`src/rtl/rs_pkg.sv`:
```
// Shared Reed-Solomon definitions: byte width, default code geometry and
// the sequencer state encoding.
package rs_pkg;

    localparam int RS_BYTE_W  = 8;
    localparam int RS_MSG_LEN = 223;
    localparam int RS_PAR_LEN = 32;

    typedef enum logic [2:0] {
        ST_IDLE   = 3'd0,
        ST_MSG    = 3'd1,
        ST_PAD    = 3'd2,
        ST_PARITY = 3'd3
    } rs_state_e;

endpackage

```
`src/rtl/rs_seq_out_reg.sv`:
```
// Registered valid/ready output stage for the codeword stream; o_adv says
// whether the stage can take a new byte this cycle.
module rs_seq_out_reg
    import rs_pkg::*;
(
    input  logic                 clk,
    input  logic                 reset_n,
    input  logic                 i_load,
    input  logic [RS_BYTE_W-1:0] i_data,
    input  logic                 i_ready,
    output logic [RS_BYTE_W-1:0] o_data,
    output logic                 o_valid,
    output logic                 o_adv
);

    logic [RS_BYTE_W-1:0] r_data;
    logic                 r_valid;

    always_ff @(posedge clk or negedge reset_n) begin
        if (!reset_n) begin
            r_data  <= '0;
            r_valid <= 1'b0;
        end else if (i_load) begin
            r_data  <= i_data;
            r_valid <= 1'b1;
        end else if (i_ready) begin
            r_valid <= 1'b0;
        end
    end

    assign o_data  = r_data;
    assign o_valid = r_valid;
    assign o_adv   = !r_valid || i_ready;

endmodule

```
`src/rtl/rs_encoder_sequencer.sv`:
```
// Drives an RS encoder from the Rx byte stream and emits message+parity
// codewords with zero padding on timeout. Optional stats: RS_SEQ_STATS_EN.
module rs_encoder_sequencer
    import rs_pkg::*;
#(
    parameter int MSG_LEN = RS_MSG_LEN,
    parameter int PAR_LEN = RS_PAR_LEN,
    parameter int TIMEOUT = 1024,
    parameter int CNT_W   = 8
) (
    input  logic                 clk,
    input  logic                 reset_n,
    input  logic [RS_BYTE_W-1:0] rx_data,
    input  logic                 rx_valid,
    output logic                 rx_ready,
    output logic                 enc_start,
    output logic                 enc_ce,
    output logic [RS_BYTE_W-1:0] enc_data,
    output logic                 enc_flush,
    input  logic [RS_BYTE_W-1:0] enc_parity,
    output logic [RS_BYTE_W-1:0] out_data,
    output logic                 out_valid,
    input  logic                 out_ready,
`ifdef RS_SEQ_STATS_EN
    output logic [15:0]          blk_count,
    output logic [15:0]          pad_count,
`endif
    output logic                 busy
);

    localparam int TMO_W = (TIMEOUT > 1) ? $clog2(TIMEOUT) : 1;
    localparam logic [CNT_W-1:0] MSG_LAST = CNT_W'(MSG_LEN - 1);
    localparam logic [CNT_W-1:0] PAR_LAST = CNT_W'(PAR_LEN - 1);
    localparam logic [TMO_W-1:0] TMO_LAST = TMO_W'(TIMEOUT - 1);

    rs_state_e            r_state, w_state_next;
    logic [CNT_W-1:0]     r_byte_cnt, w_byte_cnt_next;
    logic [TMO_W-1:0]     r_tmo_cnt, w_tmo_cnt_next;
    logic                 w_adv;
    logic                 w_load;
    logic [RS_BYTE_W-1:0] w_load_data;
    logic                 w_pad_enter;
    logic                 w_blk_done;

    rs_seq_out_reg u_out_reg (
        .clk     (clk),
        .reset_n (reset_n),
        .i_load  (w_load),
        .i_data  (w_load_data),
        .i_ready (out_ready),
        .o_data  (out_data),
        .o_valid (out_valid),
        .o_adv   (w_adv)
    );

    always_ff @(posedge clk or negedge reset_n) begin
        if (!reset_n) begin
            r_state    <= ST_IDLE;
            r_byte_cnt <= '0;
            r_tmo_cnt  <= '0;
        end else begin
            r_state    <= w_state_next;
            r_byte_cnt <= w_byte_cnt_next;
            r_tmo_cnt  <= w_tmo_cnt_next;
        end
    end

    always_comb begin
        w_state_next    = r_state;
        w_byte_cnt_next = r_byte_cnt;
        w_tmo_cnt_next  = r_tmo_cnt;
        rx_ready        = 1'b0;
        enc_start       = 1'b0;
        enc_ce          = 1'b0;
        enc_data        = '0;
        enc_flush       = 1'b0;
        w_load          = 1'b0;
        w_load_data     = '0;
        w_pad_enter     = 1'b0;
        w_blk_done      = 1'b0;
        case (r_state)
            ST_IDLE: begin
                // Gated so a pending rx byte cannot pulse enc_start while held in reset
                if (rx_valid) begin
                    enc_start    = reset_n;
                    w_state_next = ST_MSG;
                end
            end
            ST_MSG: begin
                rx_ready = w_adv;
                if (w_adv) begin
                    if (rx_valid) begin
                        enc_ce         = 1'b1;
                        enc_data       = rx_data;
                        w_load         = 1'b1;
                        w_load_data    = rx_data;
                        w_tmo_cnt_next = '0;
                        if (r_byte_cnt == MSG_LAST) begin
                            w_byte_cnt_next = '0;
                            w_state_next    = ST_PARITY;
                        end else begin
                            w_byte_cnt_next = r_byte_cnt + CNT_W'(1);
                        end
                    end else if (r_byte_cnt != '0) begin
                        // Idle time only counts once the block holds at least one byte
                        if (r_tmo_cnt == TMO_LAST) begin
                            w_tmo_cnt_next = '0;
                            w_state_next   = ST_PAD;
                            w_pad_enter    = 1'b1;
                        end else begin
                            w_tmo_cnt_next = r_tmo_cnt + TMO_W'(1);
                        end
                    end
                end
            end
            ST_PAD: begin
                if (w_adv) begin
                    enc_ce = 1'b1;
                    w_load = 1'b1;
                    if (r_byte_cnt == MSG_LAST) begin
                        w_byte_cnt_next = '0;
                        w_state_next    = ST_PARITY;
                    end else begin
                        w_byte_cnt_next = r_byte_cnt + CNT_W'(1);
                    end
                end
            end
            ST_PARITY: begin
                if (w_adv) begin
                    enc_ce      = 1'b1;
                    enc_flush   = 1'b1;
                    w_load      = 1'b1;
                    w_load_data = enc_parity;
                    if (r_byte_cnt == PAR_LAST) begin
                        w_byte_cnt_next = '0;
                        w_state_next    = ST_IDLE;
                        w_blk_done      = 1'b1;
                    end else begin
                        w_byte_cnt_next = r_byte_cnt + CNT_W'(1);
                    end
                end
            end
            default: w_state_next = ST_IDLE;
        endcase
    end

    assign busy = (r_state != ST_IDLE);

`ifdef RS_SEQ_STATS_EN
    logic [15:0] r_blk_count;
    logic [15:0] r_pad_count;

    always_ff @(posedge clk or negedge reset_n) begin
        if (!reset_n) begin
            r_blk_count <= '0;
            r_pad_count <= '0;
        end else begin
            if (w_blk_done)  r_blk_count <= r_blk_count + 16'd1;
            if (w_pad_enter) r_pad_count <= r_pad_count + 16'd1;
        end
    end

    assign blk_count = r_blk_count;
    assign pad_count = r_pad_count;
`else
    logic w_unused_stats;
    assign w_unused_stats = w_pad_enter ^ w_blk_done;
`endif

endmodule

```
`config.mk`:
```
export PLATFORM = sky130hd
export DESIGN_NAME = rs_encoder_sequencer
export DESIGN_NICKNAME = d
export VERILOG_FILES = /design/src/rtl/rs_pkg.sv /design/src/rtl/rs_seq_out_reg.sv /design/src/rtl/rs_encoder_sequencer.sv
export SDC_FILE = /design/constraint.sdc
export NUM_CORES = 1
export LEC_CHECK = 0
export BUFFER_PORTS_ARGS = -buffer_cell sky130_fd_sc_hd__buf_2
export CORE_MARGIN = 1
export CORE_UTILIZATION = 35
export DETAILED_ROUTE_END_ITERATION = 8
export GPL_TIMING_DRIVEN = 0
export PLACE_DENSITY_LB_ADDON = 0.15
export SLEW_MARGIN = 20
export SYNTH_ARGS = -nofsm -noshare
export SYNTH_HDL_FRONTEND = slang
export SYNTH_HIERARCHICAL = 1
export SYNTH_SLANG_ARGS = --single-unit
export TNS_END_PERCENT = 50
```
`constraint.sdc`:
```
create_clock -name clk -period 1.9 [get_ports clk]
set_input_delay 0.285 -clock clk [delete_from_list [all_inputs] [get_ports clk]]
set_output_delay 0.285 -clock clk [all_outputs]
set_load 0.005 [all_outputs]
```
## Yosys cells after proc, flatten, opt, wreduce, memory -nomap -nowiden

Index checks and enable logic that the tools add are counted.

- Add/sub/neg operators: 2
- Eq/ne operators: 14
- Muxes and demuxes: 35
- Reduce and logical (&&, ||, !) cells: 12

Operators by type and width:

| operator | count |
|---|---|
| two-way mux 8 bit | 10 |
| two-way mux 10 bit | 3 |
| two-way mux 3 bit | 9 |
| case mux 8 bit (3 select lines) | 1 |
| case mux 8 bit (2 select lines) | 1 |
| inequality test 2 bit, second input constant | 6 |
| case mux 3 bit (4 select lines) | 1 |
| adder 10 x 1 -> 10 bit, second input constant | 1 |
| equality test 10 bit, second input constant | 1 |
| two-way mux 1 bit | 9 |
| adder 8 x 1 -> 8 bit, second input constant | 1 |
| equality test 8 x 5 -> 1 bit, second input constant | 1 |
| equality test 8 bit, second input constant | 1 |
| nonzero test 8 bit | 1 |
| AND reduction 7 bit | 1 |
| equality test 3 x 2 -> 1 bit, second input constant | 2 |
| inequality test 3 bit, second input constant | 2 |
| nonzero test 3 bit | 2 |
| AND reduction 5 bit | 1 |
| nonzero test 2 bit | 2 |
| equality test 3 x 1 -> 1 bit, second input constant | 1 |
| zero test 3 bit | 1 |
| AND reduction 3 bit | 1 |
| case mux 1 bit (2 select lines) | 1 |
| 3 further kinds | 3 |

- Flip-flop bits (word level): 30
- Input port bits: 20
- Word-level logic and storage cells: 68

## Logic depth before layout (Yosys ltp)

- Depth after elaboration: 6
- Gate-level depth with buffers: 7
- Depth with buffers taken out: 6

## Modules after synthesis

Netlist, hierarchy kept.

By module, submodules not included:

| module | times used | cells an instance | area each (µm²) | seq. area each (µm²) |
|---|---|---|---|---|
| rs_encoder_sequencer | 1 | 165 | 1,495.2 | 525.5 |
| rs_seq_out_reg | 1 | 20 | 369.1 | 225.2 |

## Worst setup path before layout

OpenSTA, ideal clock, no wires.

- Kind: reg2reg
- Start: reg r_tmo_cnt[0]
- End: reg r_tmo_cnt[6]
- Library setup time: 0.092 ns
- Data arrival time: 1.769 ns
- Required time: 1.808 ns
- Slack: 0.039 ns
- Stages on the path, launching flop included: 7
- Buffers on the path: 1
- Clock period less this slack: 1.861 ns
- Cells stage by stage: dfrtp_1 ha_1 and3_1 a41oi_2 or2b_1 buf_6 o31ai_2

- Cells in the longest elaborated chain, start to end: 4
- Elaborated cells on any way between the ends: 5

Ends and longest elaborated chain:

| item | RTL line | source |
|---|---|---|
| start: declaration | rs_encoder_sequencer.sv:38 | `logic [TMO_W-1:0] r_tmo_cnt, w_tmo_cnt_next;` |
| start signal: assignment | rs_encoder_sequencer.sv:64 | `r_tmo_cnt <= w_tmo_cnt_next;` |
| adder 10 x 1 -> 10 bit or equality test 10 bit (tied branches) | rs_encoder_sequencer.sv:111, rs_encoder_sequencer.sv:106 |  |
| two-way mux 10 bit (*) | rs_encoder_sequencer.sv:106 | `if (r_tmo_cnt == TMO_LAST) begin` |
| two-way mux 10 bit (*) | rs_encoder_sequencer.sv:104 | `end else if (r_byte_cnt != '0) begin` |
| two-way mux 10 bit (*) | rs_encoder_sequencer.sv:92 | `if (rx_valid) begin` |

Every way passes the cells marked *; elsewhere a longest branch is shown, timed or not. The select of a mux whose other input is x is not followed.
A chain may end at the register's enable or synchronous reset.

## Worst setup path after layout

- Start: reg r_state[0]
- End: out enc_flush

- Cells in the longest elaborated chain, start to end: 2

Ends and longest elaborated chain:

| item | RTL line | source |
|---|---|---|
| start: declaration | rs_encoder_sequencer.sv:36 | `rs_state_e r_state, w_state_next;` |
| start signal: assignment | rs_encoder_sequencer.sv:62 | `r_state <= w_state_next;` |
| equality test 3 x 2 -> 1 bit | rs_encoder_sequencer.sv:81 | `case (r_state)` |
| two-way mux 1 bit | rs_encoder_sequencer.sv:81 |  |
| end: declaration | rs_encoder_sequencer.sv:19 | `output logic enc_flush,` |

Every way passes these cells.

==> impl_results.md <==
* Final period utilization at 0.967
* Yosys cell types at 51
* Worst-margin pin slew at 0.709 ns
* Routed via count at 1595
* Pwr per Cell Area at 1060 mW/mm2
* Kind of critical path: register to output port
* Final slew viol count at 0
* Min-delay worst type: input port to asynchronous set/reset pin
* Clock period minus worst slack at 1.84 ns
* Clock Sinks at 30
* Die ar. at 0.00562 mm2
* Initial antenna violation count at 0
* Clock share of power at 0.257
* Worst EP required at 1.62 ns
* Root Driver: clkbuf_8
* Core area at 0.00511 mm2
* CP Launch Point: r_state[0]$_DFFE_PN0P_
* Clock buffer count from CTS at 5
* Crit end category: output port
* Max Clock Skew at 0.00505 ns
* Sequential Power Share at 0.387
* Gate Count Post-Synth at 185
* Status: finished, final reports clean
* Routed WL at 4.29 mm
* GPL Wtd Cong at 0.784
* MaxCap Viol Count at 0
* Ports at 42
* Internal power at 1.62 mW
* FF-to-FF Start: r_byte_cnt[2]$_DFFE_PN0P_
* Synth warn at 6
* CP max FO at 10
* CTS tree: built
* Final hold vios at 0
* Aggregate global-route resource usage at 0.161
* TNS Setup at 0 ns
* Post-synthesis register bit count at 30
* 1st-pass router iterations at 4
* Fin cells at 307
* Fin nets at 260
* WL per Instance at 14.0 um
* Syn_nets at 209
* Detailed Route Iter0 Violations at 87
* PortBufs at 41
* Clk_lat worst skew at 0.28 ns
* Site row count at 26
* Async SR Flop Fraction at 1.00
* Synth Cell Area at 0.00186 mm2
* Peak VDD IR at 0.000347 V
* First-pass GRT wire length at 6.71 mm
* Slew margin rel. at 0.527
* Reg clk slew, reported paths at 0.07 ns
* Net Sw Frac at 0.351
* Post-synth EDFFs at 0
* Die Span Y at 75.0 um
* F_max at 544 MHz
* RSZ-0062 raised after global routing: yes
* Vias per cell at 5.20
* Vias in the first global route at 1390
* Crit path arrival time at 1.55 ns
* Max clock buf depth at 2
* Inst Count DP at 296
* Switching component of the power at 0.873 mW
* Setup violators final at 0
* Gr ovfl total at 0
* H-tree level count at 2
* Largest net degree at the start of global routing at 32
* Most used DFF post-synth: dfrtp_1
* Area Growth Syn to Fin at 25.9%
* Ant diodes at 0
* Pleak at 1.19 nW
* ANT nets after route at 0
* DRC at 0
* Initial Utilization at 0.365
* Logic pwr share at 0.357
* Die width at 75.0 um
* Final HPWL DP at 2.91 mm
* Filler cells at 504
* Seq/Total Area, Yosys at 0.403
* Avg Inst Size Synth at 10.1 um2
* Startpoint class of the critical path: register
* Share of layout cells above drive strength 1 at 0.384
[metrics by stage]
| step | cell area (um2) | hold WS, ns | setup WS [ns] | utilization | power [mW] |
|---|---|---|---|---|---|
| after floorplan | 1860 | -0.0106 | 0.0390 | - | 1.53 |
| after global placement | 2160 | 0.376 | -0.167 | 0.422 | 1.79 |
| after detailed placement | 2160 | 0.379 | -0.164 | 0.422 | 1.79 |
| after CTS | 2300 | 0.0732 | 0.00166 | 0.451 | 2.48 |
| after global routing | 2350 | 0.103 | -0.0163 | 0.460 | 2.68 |
| final | 2350 | 0.0482 | 0.0619 | 0.460 | 2.49 |
[path summary, 6_finish.rpt]
path	slack (ns)	end	cells past startpoint
max reg2reg	0.08	r_tmo_cnt[7]$_DFFE_PN0P_	5
max in group asynchronous	1.35	r_state[1]$_DFFE_PN0P_	1
min	0.05	r_byte_cnt[3]$_DFFE_PN0P_	1
max	0.06	enc_flush	4
min in group clk	0.30	u_out_reg/o_valid$_DFFE_PN0P_	3
min reg2reg	0.51	u_out_reg/o_data[6]$_DFFE_PN0P_	1
[timing repair]
item | in CTS | in global routing
buffers inserted | 2 | 3
hold buffers | 0 | 0
setup endpoints to repair | 19 | 20
pin swaps | 2 | 1
resized for setup | 8 | 8
[routing by layer]
layer / track usage / vias up / part of all wire
li1: - / 792 / -
met1: 0.208 / 748 / 0.48
met2: 0.261 / 53 / 0.46
met3: 0.0402 / 2 / 0.059
met4: 0.0629 / 0 / 0.0054
met5: 0 / - / 0
[critical path: stages (launching register included)]
cell and delay (ns):
dfrtp_1 0.39, clkbuf_2 0.22, and3b_1 0.25, and2_2 0.27, buf_2 0.14
[cell families after synthesis]
group	after synthesis	synth area share
and+or+nand+nor	68	0.217
AOI/OAI and AO/OA	52	0.218
adders and majority gates	4	0.0268
DFF	30	0.403
xor gates and xnor gates	2	0.00940
buffers and inverters	18	0.0490
muxes	10	0.0752
other	1	0.00201
[placed cells by master, fill, tap and decap left out, types with 6 or more instances in the layout]
cell	n
buf_2	41
dfrtp_1	28
nand2_1	10
and3_1	9
inv_1	9
nor2_1	9
a21o_1	8
mux2_4	8
nand3_1	7
clkbuf_8	6
o21ai_0	6
[synthesized netlist by cell type, types with 2 or more instances]
cell / count / area (um2)
xnor2_1: 2 / 17.5
buf_6: 3 / 33.8
a21oi_1: 6 / 30.0
and4_1: 3 / 26.3
or4_1: 3 / 22.5
o21ai_1: 3 / 15.0
o21ai_0: 6 / 30.0
dfrtp_1: 30 / 751
o211ai_1: 2 / 15.0
and3_1: 10 / 62.6
nand2_1: 10 / 37.5
a21o_1: 8 / 60.1
or3_1: 2 / 12.5
o31ai_1: 4 / 30.0
clkbuf_1: 4 / 15.0
mux2i_1: 2 / 20.0
nand3b_1: 2 / 15.0
o21ai_2: 5 / 43.8
nor3_1: 2 / 10.0
nand3_1: 7 / 35.0
a31oi_1: 2 / 12.5
ha_1: 4 / 50.1
o31ai_2: 3 / 37.5
inv_1: 9 / 33.8
mux2_4: 8 / 120
and2_1: 3 / 18.8
nand2b_1: 5 / 31.3
a211o_1: 2 / 17.5
nor2_1: 9 / 33.8
a22oi_1: 3 / 22.5
nor4_1: 3 / 18.8
[final cells by class]
type / instances / area, um2 / area share
inverter: 10 / 40.0 / 0.0171
buffer: 6 / 56.3 / 0.0240
clock buffer: 5 / 68.8 / 0.0293
sequential: 30 / 753 / 0.321
clock inverter: 3 / 40.0 / 0.0171
tap: 70 / 87.6 / 0.0373
timing repair buffer: 46 / 243 / 0.103
multi-input combinational: 137 / 1060 / 0.451
[power groups by stage]
stage          Clock, mW  Combinational [mW]  Sequential [mW]
2_1_floorplan          0               0.597            0.929
3_3_place_gp           0               0.839            0.950
3_5_place_dp           0               0.836            0.955
4_1_cts            0.661               0.871            0.945
5_1_grt            0.684               0.997            0.998
6_report           0.639               0.888            0.962
[flip-flops by register name (all words and copies together) (netlist names)]
signal             cells
u_out_reg/o_data       8
r_tmo_cnt             10
r_byte_cnt             8
u_out_reg/o_valid      1
r_state                3
Power figures use the tool's default switching activity.
